`src/rtl/serial_subtractor4.sv`:
```
// Bit-serial subtractor: computes a - b - bin one bit per clock, LSB first,
// through a single 1-bit full-subtractor stage with a registered borrow.
//
// Handshake (valid/ready style): start is the request and is accepted only
// on an edge where the block is idle (busy=0). While busy=1 the request and
// the operand inputs are ignored. done is a one-cycle pulse during which
// diff/bout/ovf are valid. Those three outputs then hold until the next
// accepted start.
module serial_subtractor4 #(
  parameter int width = 4
) (
  input  logic             clk,
  input  logic             rst,
  input  logic             start,
  input  logic [width-1:0] a,
  input  logic [width-1:0] b,
  input  logic             bin,
  output logic             busy,
  output logic             done,
  output logic [width-1:0] diff,
  output logic             bout,
  output logic             ovf
);

  localparam int IW = $clog2(width);
  localparam logic [IW-1:0] LAST_IDX = IW'(width - 1);

  typedef enum logic [1:0] {
    IDLE = 2'd0,
    SUB  = 2'd1,
    DONE = 2'd2
  } state_t;

  state_t           state_q;
  logic [width-1:0] a_q;
  logic [width-1:0] b_q;
  logic [width-1:0] diff_q;
  logic [IW-1:0]    idx_q;
  logic             br_q;
  logic             a_msb_q;
  logic             b_msb_q;
  logic             busy_q;
  logic             done_q;
  logic             bout_q;
  logic             ovf_q;

  logic             d_bit_d;
  logic             br_d;
  logic             ovf_d;

  // One full-subtractor stage on the current LSBs of the operand shifters.
  // The overflow term is only consumed on the last bit, where d_bit_d is
  // the sign bit of the result.
  always_comb begin
    d_bit_d = a_q[0] ^ b_q[0] ^ br_q;
    br_d    = (~a_q[0] & b_q[0]) | (~(a_q[0] ^ b_q[0]) & br_q);
    ovf_d   = (a_msb_q != b_msb_q) & (d_bit_d != a_msb_q);
  end

  // Control FSM plus datapath registers; all outputs are registered here.
  always_ff @(posedge clk or posedge rst) begin
    if (rst) begin
      state_q <= IDLE;
      a_q     <= '0;
      b_q     <= '0;
      diff_q  <= '0;
      idx_q   <= '0;
      br_q    <= 1'b0;
      a_msb_q <= 1'b0;
      b_msb_q <= 1'b0;
      busy_q  <= 1'b0;
      done_q  <= 1'b0;
      bout_q  <= 1'b0;
      ovf_q   <= 1'b0;
    end else begin
      case (state_q)
        IDLE: begin
          done_q <= 1'b0;
          if (start) begin
            a_q     <= a;
            b_q     <= b;
            br_q    <= bin;
            idx_q   <= '0;
            // Sign bits are kept aside because the shifters lose them.
            a_msb_q <= a[width-1];
            b_msb_q <= b[width-1];
            busy_q  <= 1'b1;
            state_q <= SUB;
          end
        end
        SUB: begin
          a_q    <= {1'b0, a_q[width-1:1]};
          b_q    <= {1'b0, b_q[width-1:1]};
          diff_q <= {d_bit_d, diff_q[width-1:1]};
          br_q   <= br_d;
          idx_q  <= idx_q + 1'b1;
          if (idx_q == LAST_IDX) begin
            bout_q  <= br_d;
            ovf_q   <= ovf_d;
            done_q  <= 1'b1;
            state_q <= DONE;
          end
        end
        DONE: begin
          done_q  <= 1'b0;
          busy_q  <= 1'b0;
          state_q <= IDLE;
        end
        default: begin
          done_q  <= 1'b0;
          busy_q  <= 1'b0;
          state_q <= IDLE;
        end
      endcase
    end
  end

  assign busy = busy_q;
  assign done = done_q;
  assign diff = diff_q;
  assign bout = bout_q;
  assign ovf  = ovf_q;

endmodule

```
`config.mk`:
```
export PLATFORM = sky130hd
export DESIGN_NAME = serial_subtractor4
export DESIGN_NICKNAME = d
export VERILOG_FILES = /design/src/rtl/serial_subtractor4.sv
export SDC_FILE = /design/constraint.sdc
export NUM_CORES = 1
export LEC_CHECK = 0
export BUFFER_PORTS_ARGS = -buffer_cell sky130_fd_sc_hd__buf_2
export CORE_UTILIZATION = 56
export DETAILED_ROUTE_END_ITERATION = 8
export HOLD_SLACK_MARGIN = 0.15
export PLACE_DENSITY = 0.89
export SETUP_SLACK_MARGIN = 0.4
export SLEW_MARGIN = 20
export SYNTH_ARGS = -nofsm -noshare
export SYNTH_HDL_FRONTEND = slang
export SYNTH_SLANG_ARGS = --single-unit
export TNS_END_PERCENT = 50
```
`constraint.sdc`:
```
create_clock -name clk -period 2.3 [get_ports clk]
set_clock_uncertainty 0.15 [all_clocks]
set_input_delay 0.23 -clock clk [delete_from_list [all_inputs] [get_ports clk]]
set_output_delay 0.23 -clock clk [all_outputs]
set_load 0.05 [all_outputs]
```
* Yosys cells after proc, flatten, opt, wreduce, memory -nomap -nowiden
Index checks and enable logic that the tools add are counted.
** Word-level totals
- Register bits :: 23
** Operators by class
- Equality and inequality tests :: 6
- Mux-type cells :: 15
- Reduce and logical (&&, ||, !) cells :: 7
- Add/sub/neg operators :: 1
- Bitwise logic cells :: 9
** Operators with widths (number)
- $pmux W4 S2 :: 2
- $reduce_and A2 Y1 :: 5
- $mux W4 :: 2
- $pmux W2 S2 :: 2
- $mux W2 :: 3
- $mux W1 :: 4
- $ne A2 B2 Y1 const B :: 2
- $pmux W1 S2 :: 2
- $and A1 B1 Y1 :: 3
- $not A1 Y1 :: 3
- $add A2 B1 Y2 const B :: 1
- $eq A2 B1 Y1 const B :: 1
- $eq A2 B2 Y1 const B :: 1
- $logic_not A2 Y1 :: 1
- $ne A1 B1 Y1 :: 2
- $reduce_bool A2 Y1 :: 1
- $xor A1 B1 Y1 :: 2
- $or A1 B1 Y1 :: 1

* Longest topological paths before layout
Gate-level depths: netlist of run 1.
- Depth after elaboration :: 5
- Depth in mapped cells :: 5
- Gate-level depth less buffers :: 5

* Worst setup path before layout of run 1
No wires, ideal clock.
- Path type :: register -> register
- Start :: reg a_q[0]
- End :: reg ovf_q (netlist: ovf)
- Path buffers :: 0
- Setup slack :: 807 ps
- Library setup time :: 129 ps
- Stages on the path, launching flop included :: 5
- Data arrival time :: 1214 ps
- Clock period less this slack :: 1493 ps
- Cells stage by stage :: dfrtp_1 fa_1 and3b_1 a21oi_1 o21ai_0
** On the way
- Word-level cells in the longest chain between the ends :: 4
** Ends and longest elaborated chain
- start: declaration :: RTL line 35 : logic [width-1:0] a_q;
- start signal: assignment :: RTL line 92 : a_q <= {1'b0, a_q[width-1:1]};
- $xor A1 B1 Y1 (2 in a row) :: RTL line 55 : d_bit_d = a_q[0] ^ b_q[0] ^ br_q;
- named net d_bit_d :: RTL line 47 : logic d_bit_d;
- $ne A1 B1 Y1 :: RTL line 57 : ovf_d = (a_msb_q != b_msb_q) & (d_bit_d != a_msb_q);
- $and A1 B1 Y1 :: RTL line 57
- end signal: assignment :: RTL line 99 : ovf_q <= ovf_d;
- end: declaration :: RTL line 45 : logic ovf_q;
The timed path passes the listed nets, and every way through them passes these cells.
A chain may end at the register's enable or synchronous reset.

* Final worst setup path of run 1
- Start :: reg state_q[0]
- End :: reg a_msb_q
** On the way
- Word-level cells in the longest chain between the ends :: 2
** Ends and longest elaborated chain
- start: declaration :: RTL line 34 : state_t state_q;
- start signal: assignment :: RTL line 63 : state_q <= IDLE;
- start signal: assignment :: RTL line 88 : state_q <= SUB;
- start signal: assignment :: RTL line 101 : state_q <= DONE;
- $logic_not A2 Y1 :: RTL line 76 : case (state_q)
- $reduce_and A2 Y1 (no line)
- end signal: assignment :: RTL line 85 : a_msb_q <= a[width-1];
- end: declaration :: RTL line 40 : logic a_msb_q;
No other way between the ends.

==> summary.txt, run 1 <==
Setup path
  – Reg2Reg Depth: 3
  – Reg2Reg Launch Point: state_q[0]$_DFFE_PP0P_
  – Critical path class: reg -> reg
  – Critical Path Fanout Max: 13
  – CP Launch Type: flop
  – CP Buf/Inv Count: 0
  – Worst EP arrival: ~1.8 ns
  – Required @ worst endpoint: between 2 and 2.5 ns
  – Critical Path Max Stage Delay: ~0.54 ns
  – Worst flop-to-flop path endpoint: a_msb_q$_DFFE_PP0P_
  – Delay-heaviest family, CP: simple AND/OR/NAND/NOR gates
  – Register-to-register setup slack: roughly 0.56 ns
  – Slowest CP cell: dfrtp_1
  – Critical-path cell list: nor2b_2 > nor2b_4 > mux2_4
  – Crit end category: flop

STA
  – Final hold violation count: 0
  – Tmin final: around 1.7 ns
  – # setup viols final: 0
  – RSZ-0062 raised after global routing: no
  – Setup tns final: 0 ns
  – Slew margin rel.: 0.436
  – Slew @ Worst Pin: about 0.85 ns
  – Fin crit share: 0.757
  – Fin. max-slew vios: 0
  – WHS: 0.126 ns
  – Fmax: 0.574 GHz

Power and ir drop
  – P per Cell Area: around 1500 nW/um2
  – Leakage: between 0.5 and 0.6 nW
  – Peak supply drop: ~0.72 mV

Place
  – HPWL Detailed: 1320 um
  – Routability cong.: around 0.78
  – Placed inst area: roughly 1100 um2
  – Port bufs: 19

Clocking
  – Total CTS buffers: 3
  – H-tree depth: 1
  – Clock sink count: 23
  – Setup bufs post-CTS: 0
  – CTS tree: built
  – Clock transition at the registers of the reported paths: around 0.12 ns
  – Clock buffer depth: 2
  – Clock Tree Root: clkbuf_4
  – Clk_lat worst skew: 0.30 ns

Floorplan
  – Site Rows: 14
  – I/O pin count: 20
  – Chip height: roughly 44 um
  – Die area: between 1500 and 2000 um2
  – Core box area: 1580 um2
  – Chip width: about 44 um
  – Starting density of the core: 0.633

Logic synthesis
  – EDFF count, synth: 0
  – Synthesized flop and latch total: 23
  – Sequential area share after synthesis: 0.576
  – Mean Syn Cell Area: around 12 um2
  – Cell count after synthesis: between 80 and 90
  – Most numerous cell in the Yosys netlist: dfrtp_1
  – Most frequent cells after synthesis: dfrtp_1 (23), nand2_1 (9), o21ai_0 (9), a22oi_1 (5), mux2_2 (5)
  – Yosys top cell area share: 0.576
  – Most area-consuming cells after synthesis: dfrtp_1 (58%), mux2_2 (5.6%), o21ai_0 (4.5%), a22oi_1 (3.8%), nand2_1 (3.4%)
  – Post-synth ARST share: 1.00
  – Syn nets: slightly below 100
  – Leading area contributor after synthesis: dfrtp_1
  – Mapped cell area: around 1000 um2
  – Syn. warnings: 0
  – Library cells used by synthesis: 22
  – Top_reg_cell synth: dfrtp_1

Finish
  – Final Cell Area: around 1200 um2
  – Fillers: 110
  – # nets final: 125
  – Layout cells sized above 1: 0.300
  – # diodes: 0
  – Area Overhead vs Synth: 19.0%

Global route
  – GR Util All Layers: 0.234
  – Number of global-route vias before repair: 785
  – Initial antenna violation count: 0
  – Maximum number of pins on one net before global-route repair: 24
  – Total grt overflow: 0
  – Global-route wire length before repair: around 3300 um

Detailed routing
  – Post-route ant nets: 0
  – Initial DRC count: 11
  – Via count: between 700 and 800
  – Initial DRT Pass Iterations: 6
  – DRT Wirelength: 1850 um
  – Drt drc: 0
  – Vias per Instance: between 5 and 6
  – Wire length per cell: 14.7 um

Outcome
  – Run status: completed

Hold path
  – Hold Path Origin: b[2]
  – Worst Hold Depth: 3
  – Hold WC Path Type: in -> reg
  – Hold Path End: b_q[2]$_DFFE_PP0P_

Run
  – Max_cap viols: 0
## cell usage in the layout, fill, tap and decap left out
cell type,n
nor2b_4,1
dlygate4sd3_1,8
and3b_1,2
mux2_2,5
mux2_4,2
nor2_1,3
a22o_1,3
o21bai_1,1
nor2b_2,1
buf_4,1
dfrtp_1,23
buf_2,19
nand3b_1,1
o21ai_0,9
clkbuf_4,3
o21a_1,1
clkinv_2,1
ha_1,1
fa_1,1
nor2b_1,2
inv_1,4
a21oi_1,4
nand2_1,9
a22oi_1,5
## worst min-delay path: cells and delay by family
kind,cells,cell delay [ns]
buffers and inverters,1,0.08
AO/OA/AOI/OAI,2,0.24
## cell type report
| cell class | count | area, um2 | area share |
|---|---|---|---|
| Clock inverter | 1 | 5.00 | 0.00421 |
| Timing Repair Buffer | 28 | 183 | 0.154 |
| Tap cell | 16 | 20.0 | 0.0168 |
| Clock buffer | 3 | 22.5 | 0.0189 |
| Sequential cell | 23 | 576 | 0.484 |
| Multi-Input combinational cell | 51 | 368 | 0.309 |
| Inverter | 4 | 15.0 | 0.0126 |
## kinds of logic (layout without fill, tap and decap cells)
logic type	after synthesis	in the layout	share of synthesized area
buffers and inverters	9	36	0.0551
DFF	23	23	0.576
muxes	7	7	0.0865
AOI/OAI and AO/OA	23	23	0.144
adders and majority gates	2	2	0.0326
and+or+nand+nor	19	19	0.105
## how the worst max path moves through the flow
stage,startpoint,to,slack [ns],depth (start not counted)
finish,state_q[0]$_DFFE_PP0P_,a_msb_q$_DFFE_PP0P_,0.56,3
global route,state_q[0]$_DFFE_PP0P_,diff[2]$_DFFE_PP0P_,0.45,2
floorplan,a_q[0]$_DFFE_PP0P_,ovf$_DFFE_PP0P_,0.81,4
global placement,state_q[0]$_DFFE_PP0P_,diff[1]$_DFFE_PP0P_,0.67,2
CTS,state_q[0]$_DFFE_PP0P_,a_msb_q$_DFFE_PP0P_,0.56,3
detailed placement,state_q[0]$_DFFE_PP0P_,diff[0]$_DFFE_PP0P_,0.58,2
## repair_timing
| action | 4_1_cts | 5_1_grt |
|---|---|---|
| hold endpoints to repair | 32 | 0 |
| endpoints found under the setup margin | 0 | 0 |
| hold buffers | 8 | 0 |
| resized for setup | 0 | 0 |
## state kept, by name (all words and copies together) (netlist names), 2 cells and up
signal,cells
idx_q,2
b_q,4
state_q,2
a_q,4
diff,4
## metal layers
metal | vias to the layer above | wire, um | global-route usage
met2 | 19 | 953 | 0.409
met3 | 4 | 75 | 0.0245
met4 | 0 | 14 | 0.0727
met5 | - | 0 | 0
met1 | 348 | 810 | 0.308
li1 | 340 | - | -
## where the power goes
group / internal, mW / total, mW / leakage (nW) / switching, mW
Sequential: 0.583 / 0.728 / 0.288 / 0.145
Clock: 0.0648 / 0.182 / 0.0177 / 0.117
Combinational: 0.328 / 0.818 / 0.272 / 0.490
## metrics by stage
stage / util / std cells / total power, mW / setup WS [ns]
after global placement: 0.686 / 114 / 1.50 / 0.670
after CTS: 0.754 / 126 / 1.73 / 0.561
after global routing: 0.754 / 126 / 1.84 / 0.451
final: 0.754 / 126 / 1.73 / 0.558
after floorplan: - / 83 / 1.38 / 0.807
after detailed placement: 0.686 / 114 / 1.55 / 0.582
Note: power is estimated with default switching activity, not from simulation.
==> run 2, diff against run 1 <==
--- a/config.mk
+++ b/config.mk
@@ -6,10 +6,10 @@
 export NUM_CORES = 1
 export LEC_CHECK = 0
 export BUFFER_PORTS_ARGS = -buffer_cell sky130_fd_sc_hd__buf_2
-export CORE_UTILIZATION = 56
+export CORE_UTILIZATION = 47
 export DETAILED_ROUTE_END_ITERATION = 8
 export HOLD_SLACK_MARGIN = 0.15
-export PLACE_DENSITY = 0.89
+export PLACE_DENSITY = 0.81
 export SETUP_SLACK_MARGIN = 0.4
 export SLEW_MARGIN = 20
 export SYNTH_ARGS = -nofsm -noshare
==> constraint.sdc (replaced) <==
create_clock -name clk -period 1.5 [get_ports clk]
set_clock_uncertainty 0.15 [all_clocks]
set_input_delay 0.15 -clock clk [delete_from_list [all_inputs] [get_ports clk]]
set_output_delay 0.15 -clock clk [all_outputs]
set_load 0.05 [all_outputs]
==> run 2 against run 1 <==
The run now ends with negative setup slack left. First-iteration DRC count decreased by 36%. Fmax up 12%. Power rose by 89%. Clock power increased by 55%. Utilization fell by 1.7 points. Setup slack got worse by 0.61 ns. Combinational power grew 130%. Critical path type unchanged. Largest power group unchanged. Highest routed layer unchanged.
==> summary.txt, run 2 (same netlist as run 1, synthesis figures left out) <==
STA
  – Final hold violation count: 0 (unchanged)
  – # setup viols final: 1 (+1)
  – Fin crit share: 1.03 (+0.277)
  – Slew @ Worst Pin: 0.289 ns (-0.556 ns)
  – Fmax: 0.645 GHz (+12%)
  – Final worst-path setup slack: -0.0508 ns (-0.609 ns)
  – RSZ-0062 raised after global routing: yes
  – Fin. max-slew vios: 0 (unchanged)
  – Slew margin rel.: 0.808 (+0.372)
  – WHS: 0.129 ns (+0.00308 ns)
  – Tmin final: 1.55 ns (-0.191 ns)

Global route
  – GR Util All Layers: 0.203 (-0.0311)
  – Number of global-route vias before repair: 707 (-9.9%)
  – Initial antenna violation count: 0 (unchanged)
  – Total grt overflow: 0 (unchanged)
  – Global-route wire length before repair: 3110 um (-6.1%)
  – Maximum number of pins on one net before global-route repair: 24 (unchanged)

Detailed routing
  – Post-route ant nets: 0 (unchanged)
  – Drt drc: 0 (unchanged)
  – Wire length per cell: 15.6 um (+6.0%)
  – Initial DRT Pass Iterations: 5 (-1)
  – Via count: 784 (+10%)
  – Vias per Instance: 5.19 (-8.0%)
  – DRT Wirelength: 2360 um (+27%)
  – Initial DRC count: 7 (-4)

Power and ir drop
  – Clk pwr share: 0.086 (-0.019)
  – Total Power: 3.27 mW (+89%)
  – P per Cell Area: 2240 nW/um2 (+54%)
  – NetSw: 1.36 mW (+80%)
  – Leakage: 0.676 nW (+17%)
  – Switching share of power: 0.415 (-0.0203)
  – Gate power share: 0.565 (+0.092)
  – P_int: 1.91 mW (+96%)
  – Seq pwr share: 0.349 (-0.072)
  – Peak supply drop: 1.19 mV (+66%)

Hold path
  – Worst Hold Depth: 4 (+1)
  – Hold WC Path Type: in -> reg

Setup path
  – CP Launch Type: flop
  – Register-to-register setup slack: -0.05 ns (-0.61 ns)
  – Reg2Reg Depth: 5 (+2)
  – Required @ worst endpoint: 1.59 ns (-0.76 ns)
  – Crit end category: flop
  – Worst EP arrival: 1.64 ns (-0.15 ns)
  – Critical Path Fanout Max: 3 (-10)
  – Critical path class: reg -> reg

Finish
  – # diodes: 0 (unchanged)
  – Fillers: 126 (+15%)
  – Final core utilization: 0.737 (-0.0166)
  – Most common cell after layout, fill and taps aside: dfrtp_1
  – Layout cells sized above 1: 0.484 (+0.184)
  – Area Overhead vs Synth: 46.4%
  – Commonest non-fill, non-tap cells in the layout: dfrtp_1 (21), buf_6 (12), buf_2 (11)
  – # nets final: 139 (+11%)

Clocking
  – Clock buffer depth: 2 (unchanged)
  – Total CTS buffers: 3 (unchanged)
  – Clock sink count: 23 (unchanged)
  – Clk_lat worst skew: 0.31 ns (about the same)
  – H-tree depth: 1 (unchanged)
  – CTS tree: built
  – Clock Tree Root: clkbuf_4
  – Clock transition at the registers of the reported paths: 0.12 ns (about the same)

Floorplan
  – Starting density of the core: 0.504 (-0.130)
  – Site Rows: 16 (+2)
  – Chip height: 48.1 um (+8.7%)
  – Core box area: 1980 um2 (+26%)
  – I/O pin count: 20 (unchanged)
  – Die area: 2310 um2 (+18%)
  – Chip width: 48.1 um (+8.7%)

Outcome
  – Failing checks: negative setup slack
  – Run status: finished with violations

Place
  – Port bufs: 19 (unchanged)
  – Routability cong.: 0.754 (-3.3%)
  – HPWL Detailed: 1370 um (+3.5%)
  – Place WS: -0.0341 ns (-0.616 ns)

Run
  – Max_cap viols: 0 (unchanged)
run 2: cell count changes in the layout (fill, tap and decap cells not counted), moves of 3 or more:
cell / previous run / this run
inv_2: 0 / 3
buf_6: 0 / 12
a21oi_1: 4 / 1
a21oi_2: 0 / 3
a22oi_2: 0 / 4
o21ai_0: 9 / 1
buf_4: 1 / 7
inv_1: 4 / 1
a22oi_1: 5 / 1
o21ai_1: 0 / 8
buf_2: 19 / 11
run 2: cell type report:
class	instances	area [um2]	share of cell area
clock buffer	4	26.3	0.0180
inverter	4	15.0	0.0103
multi-input combinational	52	450	0.308
sequential	23	578	0.396
tap	27	33.8	0.0231
timing repair buffer	41	358	0.245
run 2: critical path, stage by stage, from the launching register on:
cell,delay (ns)
dfrtp_1,0.39
inv_2,0.05
fa_2,0.57
and3b_1,0.17
a21oi_2,0.03
o21ai_1,0.12
run 2: power groups by stage:
stage	Sequential, mW	Clock (mW)	Combinational, mW
5_1_grt	1.17	0.323	1.97
3_5_place_dp	1.10	0	1.37
2_1_floorplan	1.40	0	0.781
6_report	1.14	0.282	1.85
3_3_place_gp	1.08	0	1.33
4_1_cts	1.11	0.293	1.60
run 2: path summary, 6_finish.rpt:
path | start | to
max in group asynchronous | rst | state_q[0]$_DFFE_PP0P_
max reg2reg | br_q$_DFFE_PP0P_ | ovf$_DFFE_PP0P_
max | br_q$_DFFE_PP0P_ | ovf$_DFFE_PP0P_
min | start | b_q[0]$_DFFE_PP0P_
min reg2reg | idx_q[1]$_DFFE_PP0P_ | idx_q[1]$_DFFE_PP0P_
min in group asynchronous | rst | ovf$_DFFE_PP0P_
run 2: timing repair:
item / CTS / global route
hold endpoints to repair: 35 / 8
gates resized for setup: 24 / 21
buffers inserted: 1 / 5
hold buffers: 9 / 1
gates cloned: 1 / 0
pin swaps: 3 / 16
setup endpoints to repair: 31 / 31
run 2: layer usage:
metal	track usage	vias to the layer above	wire, um
met4	0.128	0	93
met1	0.254	376	986
met3	0.0407	10	81
li1	-	371	-
met5	0	-	0
met2	0.322	27	1200
run 2: metrics by stage:
stage | cells | TNS [ns] | cell area (um2)
2_1_floorplan | 83 | 0 | 1020
3_3_place_gp | 130 | 0 | 1150
3_5_place_dp | 130 | -0.0341 | 1150
4_1_cts | 145 | -0.0373 | 1340
5_1_grt | 151 | -0.107 | 1460
6_report | 151 | -0.0508 | 1460
